`config.mk`:
```
export PLATFORM = sky130hd
export DESIGN_NAME = apb_domain_mux_flat
export DESIGN_NICKNAME = d
export VERILOG_FILES = /design/src/rtl/apb_mux_pkg.sv /design/src/rtl/apb_domain_mux_if.sv /design/src/rtl/apb_mux_timeout.sv /design/src/rtl/apb_domain_mux.sv /design/src/flat_wrapper.sv
export SDC_FILE = /design/constraint.sdc
export NUM_CORES = 1
export LEC_CHECK = 0
export BUFFER_PORTS_ARGS = -buffer_cell sky130_fd_sc_hd__clkbuf_2
export CELL_PAD_IN_SITES_DETAIL_PLACEMENT = 1
export CELL_PAD_IN_SITES_GLOBAL_PLACEMENT = 1
export CORE_AREA = 2 2 258 260
export DETAILED_ROUTE_END_ITERATION = 6
export DIE_AREA = 0 0 260 262
export PLACE_DENSITY_LB_ADDON = 0.1
export SYNTH_ARGS = -nofsm -noshare
export SYNTH_HDL_FRONTEND = slang
export SYNTH_SLANG_ARGS = --single-unit
```
`constraint.sdc`:
```
create_clock -name apb_root_clk -period 2.5 [get_ports apb_root_clk]
set_input_delay 0.5 -clock apb_root_clk [delete_from_list [all_inputs] [get_ports apb_root_clk]]
set_output_delay 0.5 -clock apb_root_clk [all_outputs]
set_load 0.005 [all_outputs]
```
`src/rtl/apb_mux_pkg.sv`:
```
// Shared types and constants for the APB domain decoder/multiplexer.
package apb_mux_pkg;

  localparam int unsigned ADDR_W   = 32;
  localparam int unsigned DATA_W   = 32;
  localparam int unsigned STRB_W   = 4;
  localparam int unsigned PROT_W   = 3;
  localparam int unsigned DEC_W    = 4;
  localparam int unsigned MAX_PORT = 16;

  typedef enum logic [1:0] {
    IDLE   = 2'b00,
    SETUP  = 2'b01,
    ACCESS = 2'b10,
    ABORT  = 2'b11
  } state_e;

  typedef enum logic [1:0] {
    ERR_NONE     = 2'b00,
    ERR_UNMAPPED = 2'b01,
    ERR_TIMEOUT  = 2'b10
  } err_code_e;

  // Upstream completion payload returned to the APB master.
  typedef struct packed {
    logic [DATA_W-1:0] rdata;
    logic              ready;
    logic              slverr;
  } apb_rsp_t;

endpackage

```
`src/rtl/apb_domain_mux_if.sv`:
```
// Upstream APB port plus the fanned-out downstream slave bus of one domain.
interface apb_domain_mux_if
  import apb_mux_pkg::*;
#(
  parameter int unsigned NPORT = 16
);

  logic [ADDR_W-1:0]       paddr;
  logic [DATA_W-1:0]       pwdata;
  logic                    psel;
  logic                    penable;
  logic                    pwrite;
  logic [STRB_W-1:0]       pstrb;
  logic [PROT_W-1:0]       pprot;
  logic [DATA_W-1:0]       prdata;
  logic                    pready;
  logic                    pslverr;

  logic [NPORT-1:0]        s_psel;
  logic                    s_penable;
  logic [NPORT*DATA_W-1:0] s_prdata;
  logic [NPORT-1:0]        s_pready;
  logic [NPORT-1:0]        s_pslverr;

  // Upstream bridge driving the domain.
  modport master (
    output paddr, pwdata, psel, penable, pwrite, pstrb, pprot,
    input  prdata, pready, pslverr
  );

  // The mux itself: slave upstream, master downstream.
  modport slave (
    input  paddr, psel, penable,
    output prdata, pready, pslverr,
    output s_psel, s_penable,
    input  s_prdata, s_pready, s_pslverr
  );

  // Peripherals read the shared address/data/strobe/prot lines directly.
  modport periph (
    input  paddr, pwdata, pwrite, pstrb, pprot, s_psel, s_penable,
    output s_prdata, s_pready, s_pslverr
  );

endinterface

```
`src/rtl/apb_mux_timeout.sv`:
```
// Access-phase wait counter; requests an abort after TIMEOUT stalled cycles.
module apb_mux_timeout #(
  parameter int unsigned TIMEOUT = 256
) (
  input  logic clk,
  input  logic rst,
  input  logic access,
  input  logic stall,
  output logic abort_req_c
);

  localparam int unsigned CNT_W = $clog2(TIMEOUT + 1);

  logic [CNT_W-1:0] cnt_q;

  // Cleared whenever the bus is not in an access cycle, so each ACCESS starts at 0.
  always_ff @(posedge clk) begin
    if (rst) begin
      cnt_q <= '0;
    end else if (!access) begin
      cnt_q <= '0;
    end else if (stall) begin
      cnt_q <= cnt_q + CNT_W'(1);
    end
  end

  assign abort_req_c = stall & (cnt_q == CNT_W'(TIMEOUT - 1));

endmodule

```
`src/rtl/apb_domain_mux.sv`:
```
// APB decoder/mux for one peripheral domain with unmapped-slot and stall-timeout errors.
// Define APB_MUX_TIMEOUT_EN to build the wait counter and the ABORT path.
module apb_domain_mux
  import apb_mux_pkg::*;
#(
  parameter int unsigned NPORT   = 16,
  parameter logic [15:0] PORT_EN = 16'h0001,
  parameter int unsigned DEC_LSB = 12,
  parameter int unsigned TIMEOUT = 256
) (
  input  logic              apb_root_clk,
  input  logic              apb_root_rst,
  apb_domain_mux_if.slave   bus,
  input  logic              err_clr,
  output logic              err_irq,
  output logic [1:0]        err_code,
  output logic [ADDR_W-1:0] err_addr
);

  if (NPORT < 1 || NPORT > MAX_PORT || TIMEOUT < 2 || TIMEOUT > 65535 ||
      DEC_LSB + DEC_W > ADDR_W) begin : g_bad_cfg
    $error("apb_domain_mux: parameter out of range");
  end

  state_e            state_q, state_d;
  logic [DEC_W-1:0]  idx;
  logic              mapped_c;
  logic              setup_c, access_c, first_c, abort_c;
  logic              abort_req_c;
  logic              err_ev_c;
  apb_rsp_t          rsp_c;

  logic [DATA_W-1:0]   rdata_slot [MAX_PORT];
  logic [MAX_PORT-1:0] ready_slot, err_slot;

  // Pad the slave response vectors to 16 slots so the 4-bit index always fits.
  assign ready_slot = MAX_PORT'(bus.s_pready);
  assign err_slot   = MAX_PORT'(bus.s_pslverr);

  for (genvar g = 0; g < MAX_PORT; g++) begin : g_slot
    if (g < NPORT) begin : g_on
      assign rdata_slot[g] = bus.s_prdata[g*DATA_W +: DATA_W];
    end else begin : g_off
      assign rdata_slot[g] = '0;
    end
  end

  assign idx      = bus.paddr[DEC_LSB +: DEC_W];
  assign mapped_c = (32'(idx) < NPORT) && PORT_EN[idx];

  // state_q records what the previous cycle established; the current phase is
  // qualified here with the live psel/penable.
  always_comb begin
    setup_c  = bus.psel & ~bus.penable & (state_q != ABORT);
    access_c = bus.psel & bus.penable & ((state_q == SETUP) || (state_q == ACCESS));
    first_c  = access_c & (state_q == SETUP);
    abort_c  = bus.psel & (state_q == ABORT);
  end

  // Upstream response: slave mux, unmapped termination or abort.
  always_comb begin
    rsp_c = '0;
    if (abort_c) begin
      rsp_c.ready  = 1'b1;
      rsp_c.slverr = 1'b1;
    end else if (access_c && mapped_c) begin
      rsp_c.rdata  = rdata_slot[idx];
      rsp_c.ready  = ready_slot[idx];
      rsp_c.slverr = err_slot[idx];
    end else if (first_c && !mapped_c) begin
      rsp_c.ready  = 1'b1;
      rsp_c.slverr = 1'b1;
    end
  end

  assign bus.prdata  = rsp_c.rdata;
  assign bus.pready  = rsp_c.ready;
  assign bus.pslverr = rsp_c.slverr;

  for (genvar g = 0; g < NPORT; g++) begin : g_psel
    assign bus.s_psel[g] = (setup_c | access_c) & mapped_c & (idx == DEC_W'(g));
  end
  assign bus.s_penable = access_c;

  always_comb begin
    state_d = state_q;
    if (!bus.psel) begin
      state_d = IDLE;
    end else begin
      case (state_q)
        IDLE: begin
          if (!bus.penable) state_d = SETUP;
        end
        SETUP, ACCESS: begin
          if (!bus.penable)     state_d = SETUP;
          else if (rsp_c.ready) state_d = IDLE;
          else if (abort_req_c) state_d = ABORT;
          else                  state_d = ACCESS;
        end
        ABORT:   state_d = IDLE;
        default: state_d = IDLE;
      endcase
    end
  end

`ifdef APB_MUX_TIMEOUT_EN
  apb_mux_timeout #(
    .TIMEOUT (TIMEOUT)
  ) u_timeout (
    .clk         (apb_root_clk),
    .rst         (apb_root_rst),
    .access      (access_c),
    .stall       (access_c & ~rsp_c.ready),
    .abort_req_c (abort_req_c)
  );
`else
  assign abort_req_c = 1'b0;
`endif

  assign err_ev_c = abort_c | (first_c & ~mapped_c);

  always_ff @(posedge apb_root_clk) begin
    if (apb_root_rst) begin
      state_q <= IDLE;
    end else begin
      state_q <= state_d;
    end
  end

  // First mux-generated error sticks; a clear coinciding with a new error keeps the new one.
  always_ff @(posedge apb_root_clk) begin
    if (apb_root_rst) begin
      err_irq  <= 1'b0;
      err_code <= ERR_NONE;
      err_addr <= '0;
    end else if (err_ev_c && (!err_irq || err_clr)) begin
      err_irq  <= 1'b1;
      err_code <= abort_c ? ERR_TIMEOUT : ERR_UNMAPPED;
      err_addr <= bus.paddr;
    end else if (err_clr) begin
      err_irq  <= 1'b0;
      err_code <= ERR_NONE;
      err_addr <= '0;
    end
  end

endmodule

```
`src/flat_wrapper.sv`:
```
// flat-port wrapper written by rule: the top's interface ports become plain ports
module apb_domain_mux_flat import apb_mux_pkg::*;
#(
  parameter int unsigned NPORT   = 16,
  parameter logic [15:0] PORT_EN = 16'h0001,
  parameter int unsigned DEC_LSB = 12,
  parameter int unsigned TIMEOUT = 256
)
  (apb_root_clk, apb_root_rst, err_clr, err_irq, err_code, err_addr, bus_paddr, bus_psel, bus_penable, bus_prdata, bus_pready, bus_pslverr, bus_s_psel, bus_s_penable, bus_s_prdata, bus_s_pready, bus_s_pslverr);
  apb_domain_mux_if #(.NPORT(NPORT)) bus_i ();
  input  logic apb_root_clk;
  input  logic apb_root_rst;
  input  logic err_clr;
  output logic err_irq;
  output logic [1:0] err_code;
  output logic [ADDR_W-1:0] err_addr;
  input wire logic [$bits(bus_i.paddr)-1:0] bus_paddr;
  input wire logic [$bits(bus_i.psel)-1:0] bus_psel;
  input wire logic [$bits(bus_i.penable)-1:0] bus_penable;
  output wire logic [$bits(bus_i.prdata)-1:0] bus_prdata;
  output wire logic [$bits(bus_i.pready)-1:0] bus_pready;
  output wire logic [$bits(bus_i.pslverr)-1:0] bus_pslverr;
  output wire logic [$bits(bus_i.s_psel)-1:0] bus_s_psel;
  output wire logic [$bits(bus_i.s_penable)-1:0] bus_s_penable;
  input wire logic [$bits(bus_i.s_prdata)-1:0] bus_s_prdata;
  input wire logic [$bits(bus_i.s_pready)-1:0] bus_s_pready;
  input wire logic [$bits(bus_i.s_pslverr)-1:0] bus_s_pslverr;
  assign bus_i.paddr = bus_paddr;
  assign bus_i.psel = bus_psel;
  assign bus_i.penable = bus_penable;
  assign bus_prdata = bus_i.prdata;
  assign bus_pready = bus_i.pready;
  assign bus_pslverr = bus_i.pslverr;
  assign bus_s_psel = bus_i.s_psel;
  assign bus_s_penable = bus_i.s_penable;
  assign bus_i.s_prdata = bus_s_prdata;
  assign bus_i.s_pready = bus_s_pready;
  assign bus_i.s_pslverr = bus_s_pslverr;
  apb_domain_mux #(.NPORT(NPORT), .PORT_EN(PORT_EN), .DEC_LSB(DEC_LSB), .TIMEOUT(TIMEOUT)) u_core (.apb_root_clk(apb_root_clk), .apb_root_rst(apb_root_rst), .bus(bus_i), .err_clr(err_clr), .err_irq(err_irq), .err_code(err_code), .err_addr(err_addr));
endmodule
```
# --- Word-level counts from Yosys, hierarchy flattened ---
# Memories as Yosys holds them, arrays and structs flattened.
# Cells that the tools add are included.
# W data, S select, Z words.
totals:
  output_inout_bits: 86
  regBits: 37
  romBits: 16
  mem_count: 1
  in_bits: 581
op_classes:
  magnitude_cmp: 2
  muxes: 24
  n_eq_ne: 20
  bitwise: 30
  n_reduce_logical: 12
memory_table:
  columns: ["name", "depth", "word_bits", "rd", "rd_clocked_by_memory_dff", "write_ports", "line", "source"]
  rows:
  - ["(name not given)", 16, 1, 1, 0, 0, "apb_domain_mux.sv:49", "assign mapped_c = (32'(idx) < NPORT) && PORT_EN[idx];"]
ops:
  columns: ["op", "n"]
  rows:
  - ["$mux W32", 6]
  - ["$bmux W32 S4", 1]
  - ["$eq A4 B4 Y1 const B", 8]
  - ["$and A1 B1 Y1", 24]
  - ["$mux W2", 9]
  - ["$eq A4 B3 Y1 const B", 4]
  - ["$bmux W1 S4", 2]
  - ["$eq A4 B2 Y1 const B", 2]
  - ["$pmux W2 S3", 1]
  - ["$ge A5 B5 Y1 const B", 1]
  - ["$lt A4 B5 Y1 const B", 1]
  - ["$mux W1", 5]
  - ["$not A4 Y5", 1]
  - ["$eq A2 B2 Y1 const B", 2]
  - ["$eq A4 B1 Y1 const B", 1]
  - ["$logic_not A4 Y1", 1]
  - ["$ne A2 B2 Y1 const B", 2]
  - ["$reduce_or A2 Y1", 2]
  - ["$logic_and A1 B1 Y1", 3]
  - ["$not A1 Y1", 3]
  - ["$eq A2 B1 Y1 const B", 1]
  - ["$logic_not A1 Y1", 2]
  - ["$logic_not A2 Y1", 1]
  - ["$logic_or A1 B1 Y1", 2]
  - ["2 further kinds", 3]

# --- Depth between registers and ports, before layout ---
# Gate-level depths: netlist of run 1.
logic_depth:
  depth_word: 11
  mapped_depth: 8
  depth_no_buf: 7

# --- Least setup slack after synthesis of run 1 ---
# No wires, ideal clock.
synth_path:
  path_kind: "input to output"
  startpoint: "input bus_paddr[13]"
  endpoint: "output bus_prdata[10]"
  arrival_ps: 1840
  setup_slack_ps: 160
  path_buffers: 2
  path_stages: 5
  path_cell_list: "buf_6 or4_4 or4_4 buf_6 nor2b_1"
synth_via:
  elab_chain_cells: 6
  elab_cells_between_ends: 9
  cone_classes: "mux (6); bitwise (1); reduce/logical (1); memory (1)"
synth_lines:
  columns: ["item", "line", "source"]
  rows:
  - ["start, declared", "flat_wrapper.sv:17", "input wire logic [$bits(bus_i.paddr)-1:0] bus_paddr;"]
  - ["$not A4 Y5 (implied by the code)", "apb_domain_mux.sv:67", "rsp_c.rdata = rdata_slot[idx];"]
  - ["$bmux W32 S4", "apb_domain_mux.sv:67", null]
  - ["$mux W32 (implied by the code) (2 in series)", "apb_domain_mux.sv:67", null]
  - ["$mux W32 *", "apb_domain_mux.sv:66", "end else if (access_c && mapped_c) begin"]
  - ["$mux W32 *", "apb_domain_mux.sv:63", "if (abort_c) begin"]
  - ["end, declared", "flat_wrapper.sv:20", "output wire logic [$bits(bus_i.prdata)-1:0] bus_prdata;"]
# Mark *: on every way between the ends. The rest lies on a longest branch, timed or not. The select of a mux whose other input is x is not followed.

# --- Worst setup path in the final report of run 1 ---
layout_path:
  startpoint: "input bus_paddr[15]"
  endpoint: "output bus_prdata[30]"
# The elaborated chain is that of the path after synthesis.

==> metrics.txt, run 1 <==
Synth top area share 0.302; Cell variety after synth 25; Finished Layout Cells 1,323; routability cong. 0.640; Hold Crit Class primary input to flip-flop; P_leak 0.00200 uW; CP Cell Sequence clkbuf_8 -> or4_4 -> or4_4 -> buf_12 -> nor2b_1 -> clkbuf_2; Placed Area 4750 sq um; failing checks setup timing; CP Capture Type primary output; top-count cell post-synth dfxtp_1; Hold Fails Final Rpt 0; largest net degree at the start of global routing 33; CP max stage cell or4_4; DP Worst Slack -0.161 ns; worst clock skew 0.00832 ns; Layout area overhead 102%; Pre-antenna DRT Iters 4; gr ovfl total 0; Worst Path Required 2.00 ns; Tmin final 2.61 ns; Port Buffers 237; RSZ-0062 raised after global routing yes; cell area after layout 4950 sq um; WHS 0.401 ns; setup TNS -2.21 ns; synthesized area 2450 sq um; Seq. cell area approximately 740 sq um; DRT antenna net count 0; Worst Path Max Fanout 32; hpwl dp between 15,000 and 20,000 um; clock sink total 37; CTS Buf Count 5; initial antenna violation count 13; Setup Crit Path Kind primary input to primary output; Max H-tree Level 2; Main synth FF type dfxtp_1; CTS max path bufs 2; VDD IR-drop max 0.000208 V; placed cell count 1,314; final setup fails 32; die height 262 um; number of flops mapped to enable cells by yosys 0; wire per inst about 15 um; worst setup margin -0.112 ns; fin crit share 1.04; PwrDens 331 nW/um^2; maximum clock frequency about 0.38 GHz; Worst-Skew Late Latency 0.30 ns; Core Box Area 65,300 sq um; clock-pin slew on the worst setup and hold paths 0.08 ns; vias in the first global route 3,059; global-route wire length before repair 26,000 um; layout cell share with drive strength beyond 1 0.668; 1st-iter DRT viols 95; area of the multi-input gates 1580 sq um; detailed-route via count 2,766; Async SR Flop Fraction 0; status complete, but fails checks; Syn Area/Cell 11.5 sq um; synthesized flop and latch total 37; largest area contributor in the netlist dfxtp_1; drt total wl 20,100 um; Final Net Count 1,042; Initial Utilization 0.0376; CP startpoint kind primary input; Max stage delay on crit path ~0.54 ns; CTS tree yes; top cells by count, synth dfxtp_1, nor2b_1, a22o_1, mux4_2, buf_4; filler instances roughly 8,000; DIE WIDTH 260 um; Hold Buf Count CTS 0; # IOs roughly 670; max-slew violations 0; drt drc 0; critical path's most frequent cell or4_4; clk root buf clkbuf_16; top cells by area, synth dfxtp_1, mux4_2, a22o_1; Synth Instances 213; sequential area share after synthesis 0.302; max-cap violation count 0; total track usage 0.0565; vias per cell roughly 2.1; crit path DAT 2.11 ns; Site Rows 94; YS warnings 0; die area 68,100 sq um
where the power goes:
| group | switching (uW) | total (uW) | leakage [uW] | internal (uW) |
|---|---|---|---|---|
| clock | 323 | 699 | 0.0000704 | 377 |
| combinational | 135 | 349 | 0.00163 | 213 |
| sequential | 1.31 | 592 | 0.000299 | 591 |
area by class of cell:
type,instances,area share
diodes,1,0.000505
flip-flops and latches,37,0.150
well taps,864,0.218
inverters,4,0.00303
multi-input cells,154,0.318
clock inverters,3,0.00505
repair buffers,255,0.279
clock buffers,5,0.0253
flip-flops by register name (all words and copies together) (netlist names):
signal           count
u_core.err_addr     32
u_core.err_code      2
u_core.err_irq       1
u_core.state_q       2
logic make-up after synthesis:
kind of cell	after synthesis	share of synthesized area
muxes	32	0.294
and+or+nand+nor	53	0.130
other	1	0.00153
AOI/OAI and AO/OA	50	0.159
buffers and inverters	36	0.0938
DFF	37	0.302
adders and majority gates	4	0.0204
through the flow:
stage | util | total power [uW]
2_1_floorplan | - | 775
3_3_place_gp | 0.0728 | 969
3_5_place_dp | 0.0728 | 965
4_1_cts | 0.0758 | 1710
5_1_grt | 0.0758 | 1750
6_report | 0.0758 | 1640
per-layer routing:
layer  routed length, um  track usage
met3                2320       0.0284
met1                7240       0.0579
met5                  23            0
met4                 221      0.00718
met2               10300        0.105
placed cells by master (no fill, tap or decap), types with 2 or more instances in the layout:
cell,instances
a21oi_1,6
a22o_1,32
buf_12,4
buf_4,14
clkbuf_16,5
clkbuf_2,234
conb_1,15
dfxtp_1,35
dfxtp_2,2
ha_1,3
inv_1,3
mux4_2,32
nand2_1,3
nand2b_1,3
nand3_1,5
nor2_1,3
nor2b_1,32
nor2b_2,2
o21ai_0,6
or4_4,2
worst max-delay path, delay by kind of cell:
| kind | cells | cell delay (ns) |
|---|---|---|
| simple gates | 3 | 1.14 |
| buf+inv | 3 | 0.45 |
final timing paths:
path | endpoint | from | cells past startpoint | slack [ns]
setup reg to reg | u_core.err_addr[8]$_SDFFE_PP0P_ | u_core.state_q[1]$_SDFFE_PP0P_ | 9 | 0.56
setup / recovery | bus_prdata[30] | bus_paddr[15] | 6 | -0.11
hold / removal | u_core.err_addr[4]$_SDFFE_PP0P_ | bus_paddr[4] | 2 | 0.40
hold reg to reg | u_core.err_addr[4]$_SDFFE_PP0P_ | u_core.err_addr[4]$_SDFFE_PP0P_ | 1 | 0.48
what timing repair did:
item / in CTS / in global routing
pin swaps: 0 / 0
endpoints found under the setup margin: 32 / 33
buffers inserted: 0 / 0
gates resized for setup: 9 / 2
(Power assumes the default switching activity.)
==> run 2, diff against run 1 <==
--- a/config.mk
+++ b/config.mk
@@ -10,5 +10,5 @@
 export CELL_PAD_IN_SITES_GLOBAL_PLACEMENT = 1
-export CORE_AREA = 2 2 258 260
+export CORE_AREA = 2 2 259 261
 export DETAILED_ROUTE_END_ITERATION = 6
-export DIE_AREA = 0 0 260 262
+export DIE_AREA = 0 0 261 263
 export PLACE_DENSITY_LB_ADDON = 0.1
@@ -16,2 +16,3 @@
 export SYNTH_HDL_FRONTEND = slang
+export SYNTH_HIERARCHICAL = 1
 export SYNTH_SLANG_ARGS = --single-unit
==> constraint.sdc (replaced) <==
create_clock -name apb_root_clk -period 2.5 [get_ports apb_root_clk]
set_input_delay 0.375 -clock apb_root_clk [delete_from_list [all_inputs] [get_ports apb_root_clk]]
set_output_delay 0.375 -clock apb_root_clk [all_outputs]
set_load 0.005 [all_outputs]
==> run 2 against run 1 <==
Clock power rose by 13%. Die area is 0.77% higher. Largest power group unchanged. Largest cell class unchanged. Sequential cell count is the same. Maximum frequency up 13%. Count of clock-buffer cells in the layout grew 1. Design area is 0.86% lower. Synthesized cell count is 1.4% higher. Core utilization decreased by 0.11 points. Wire length shrank 4.5%. The run now ends clean. Critical path depth rose by 2.
==> metrics.txt, run 2 <==
status finished, final reports clean; Setup Crit Path Kind flip-flop to primary output; vias per cell 2.10 (+0.56%); CP max stage cell dfxtp_1; Final Net Count 1,038 (-0.38%); CTS max path bufs 2 (unchanged); initial antenna violation count 8 (-5); drt drc 0 (unchanged); synthesized area 2480 sq um (+1.2%); die height 263 um (+0.38%); Worst-Skew Late Latency 0.29 ns (about the same); Cell variety after synth 28 (+12%); DIE WIDTH 261 um (+0.38%); clk root buf clkbuf_16; Worst Path Required 2.12 ns (+0.12 ns); top cells by count, synth dfxtp_1, nor2b_1, a22o_1, mux4_2, buf_4; WHS 0.289 ns (-0.113 ns); Hold Crit Class primary input to flip-flop; die area 68,600 sq um (+0.77%); CTS tree yes; worst clock skew 0.00527 ns (-0.00306 ns); combinational share of power 0.198 (-0.015); 1st-iter DRT viols 48 (-49%); synthesized flop and latch total 37 (unchanged); max-slew violations 0 (unchanged); top-count cell post-synth dfxtp_1; P_leak 0.00198 uW (-1.2%); Largest regs u_core/err_addr (32), u_core/err_code (2), u_core/state_q (2); # IOs 667 (unchanged); Top Usage Layer GRT met2; Hold Fails Final Rpt 0 (unchanged); Switching Share 0.249 (-0.0307); flop2flop setup slack 0.51 ns (-0.05 ns); Tmin final 2.30 ns (-0.308 ns); n_diodes 0 (-1); Site Rows 94 (unchanged); met2 Use GR 0.0898 (-0.0151); Worst Path Buf+Inv 4 (+1); RSZ-0062 raised after global routing no; largest net degree at the start of global routing 33 (unchanged); Syn Area/Cell 11.5 sq um (-0.18%); Core Box Area 65,600 sq um (+0.54%); Synth top area share 0.298 (-0.00365); Initial Utilization 0.0378 (+0.000255); switching power 431 uW (-6.2%); global-route wire length before repair 25,700 um (-1.1%); max-cap violation count 0 (unchanged); register share of total power 0.343 (-0.018); Max H-tree Level 2 (unchanged); critical path's most frequent cell nand3_2; number of flops mapped to enable cells by yosys 0 (unchanged); sequential area share after synthesis 0.298 (-0.00365); layout cell share with drive strength beyond 1 0.656 (-0.0117); most common cell after layout, fill and taps aside clkbuf_2; Largest delay share family, worst path buffers and inverters; CP Capture Type primary output; hpwl dp 16,600 um (-4.9%); fin crit share 0.922 (-0.123); Layout area overhead 97.6%; largest area contributor in the netlist dfxtp_1; total track usage 0.0537 (-0.00274); Synth Instances 216 (+1.4%); top cells by area, synth dfxtp_1, mux4_2, a22o_1; Top reg by flops u_core/err_addr; commonest cells after routing, fill and taps aside clkbuf_2, dfxtp_1, nor2b_1, mux4_2, a22o_1; wire per inst 14.5 um (-4.1%); crit path DAT 1.93 ns (-0.18 ns); VDD IR-drop max 0.000250 V (+20%); Hold Buf Count CTS 0 (unchanged); DRT antenna net count 0 (unchanged); maximum clock frequency 0.434 GHz (+13%); routability cong. 0.662 (+3.5%); detailed-route via count 2,771 (+0.18%); CTS Buf Count 5 (unchanged); Clk pwr share 0.459 (+0.033); clock-pin slew on the worst setup and hold paths 0.07 ns (about the same); Power Internal 1300 uW (+9.8%); PwrDens 352 nW/um^2 (+6.2%); met1 Track Usage GR 0.0583 (+0.000350); Main synth FF type dfxtp_1; Async SR Flop Fraction 0 (unchanged); GR Util met3 0.0354 (+0.00708); Pre-antenna DRT Iters 4 (unchanged); Largest register FFs 32 (unchanged); Port Buffers 237 (unchanged); Max stage delay on crit path 0.36 ns (-0.18 ns); clock sink total 37 (unchanged); CP startpoint kind flip-flop; final core utilization 0.0748 (-0.00106); setup TNS 0 ns (+2.21 ns); YS warnings 6 (+6); drt total wl 19,200 um (-4.5%); CP Cell Sequence inv_1 -> ha_1 -> nand3_2 -> inv_2 -> nand3_2 -> buf_12 -> nor2b_1 -> clkbuf_2; final setup fails 0 (-100%); Worst Path Max Fanout 32 (unchanged); vias in the first global route 3,069 (+0.33%); gr ovfl total 0 (unchanged)
-- run 2: changes by cell type in the layout (fill, tap and decap cells not counted), sizes merged, moves of 2 or more --
cell    delta
buf        -8
nor2       +5
clkbuf     +2
nand3      +2
-- run 2: what timing repair did --
action,CTS,global route
gates resized for setup,0,2
buffers inserted,1,0
setup endpoints to repair,2,32
-- run 2: per-layer routing --
metal,routed length [um],vias up
li1,-,1266
met3,2990,21
met5,54,-
met1,7150,1292
met4,134,8
met2,8850,184
-- run 2: area by class of cell --
| class | instances | area, sq um |
|---|---|---|
| clock buffer | 6 | 139 |
| clock inverter | 2 | 37.5 |
| fill | 7829 | 60700 |
| inverter | 5 | 18.8 |
| multi-input combinational | 156 | 1570 |
| sequential | 37 | 742 |
| tap | 864 | 1080 |
| timing repair buffer | 248 | 1320 |
-- run 2: power groups by stage --
stage	Sequential, uW	Combinational [uW]	Clock [uW]
after global routing	593	379	870
after detailed placement	606	356	0
final	593	341	793
after CTS	592	357	849
after floorplan	606	172	0
after global placement	607	358	0
-- run 2: worst register-to-register path: stages, from the launching register on --
cell and delay (ns):
dfxtp_1 0.36, inv_1 0.09, ha_1 0.33, nand3_2 0.12, nor3_2 0.27, o22ai_2 0.23
buf_12 0.23, a22o_1 0.25
-- run 2: final timing paths --
kind,startpoint,end,depth (start not counted)
worst max register to register,u_core/state_q[1]$_SDFFE_PP0P_,u_core/err_addr[19]$_SDFFE_PP0P_,7
worst min register to register,u_core/err_addr[17]$_SDFFE_PP0P_,u_core/err_addr[17]$_SDFFE_PP0P_,1
worst max-delay path,u_core/state_q[1]$_SDFFE_PP0P_,bus_prdata[1],8
worst min-delay path,bus_paddr[11],u_core/err_addr[11]$_SDFFE_PP0P_,2
-- run 2: kinds of logic (layout without fill, tap and decap cells) --
kind of cell / after synthesis / after routing / synth area share
AO/OA/AOI/OAI: 48 / 48 / 0.155
buffers and inverters: 37 / 261 / 0.0942
multiplexers: 32 / 32 / 0.290
AND/OR/NAND/NOR: 57 / 57 / 0.141
flip-flops: 37 / 37 / 0.298
adder cells (fa/ha/maj): 4 / 4 / 0.0202
other: 1 / 15 / 0.00151
-- run 2: stage by stage --
step | std cells | setup slack (ns) | cell area [sq um] | power [uW]
2_1_floorplan | 230 | 0.649 | 2540 | 779
3_3_place_gp | 1309 | 0.286 | 4720 | 964
3_5_place_dp | 1309 | 0.270 | 4720 | 962
4_1_cts | 1318 | 0.0484 | 4900 | 1800
5_1_grt | 1318 | 0.0126 | 4910 | 1840
6_report | 1318 | 0.195 | 4910 | 1730
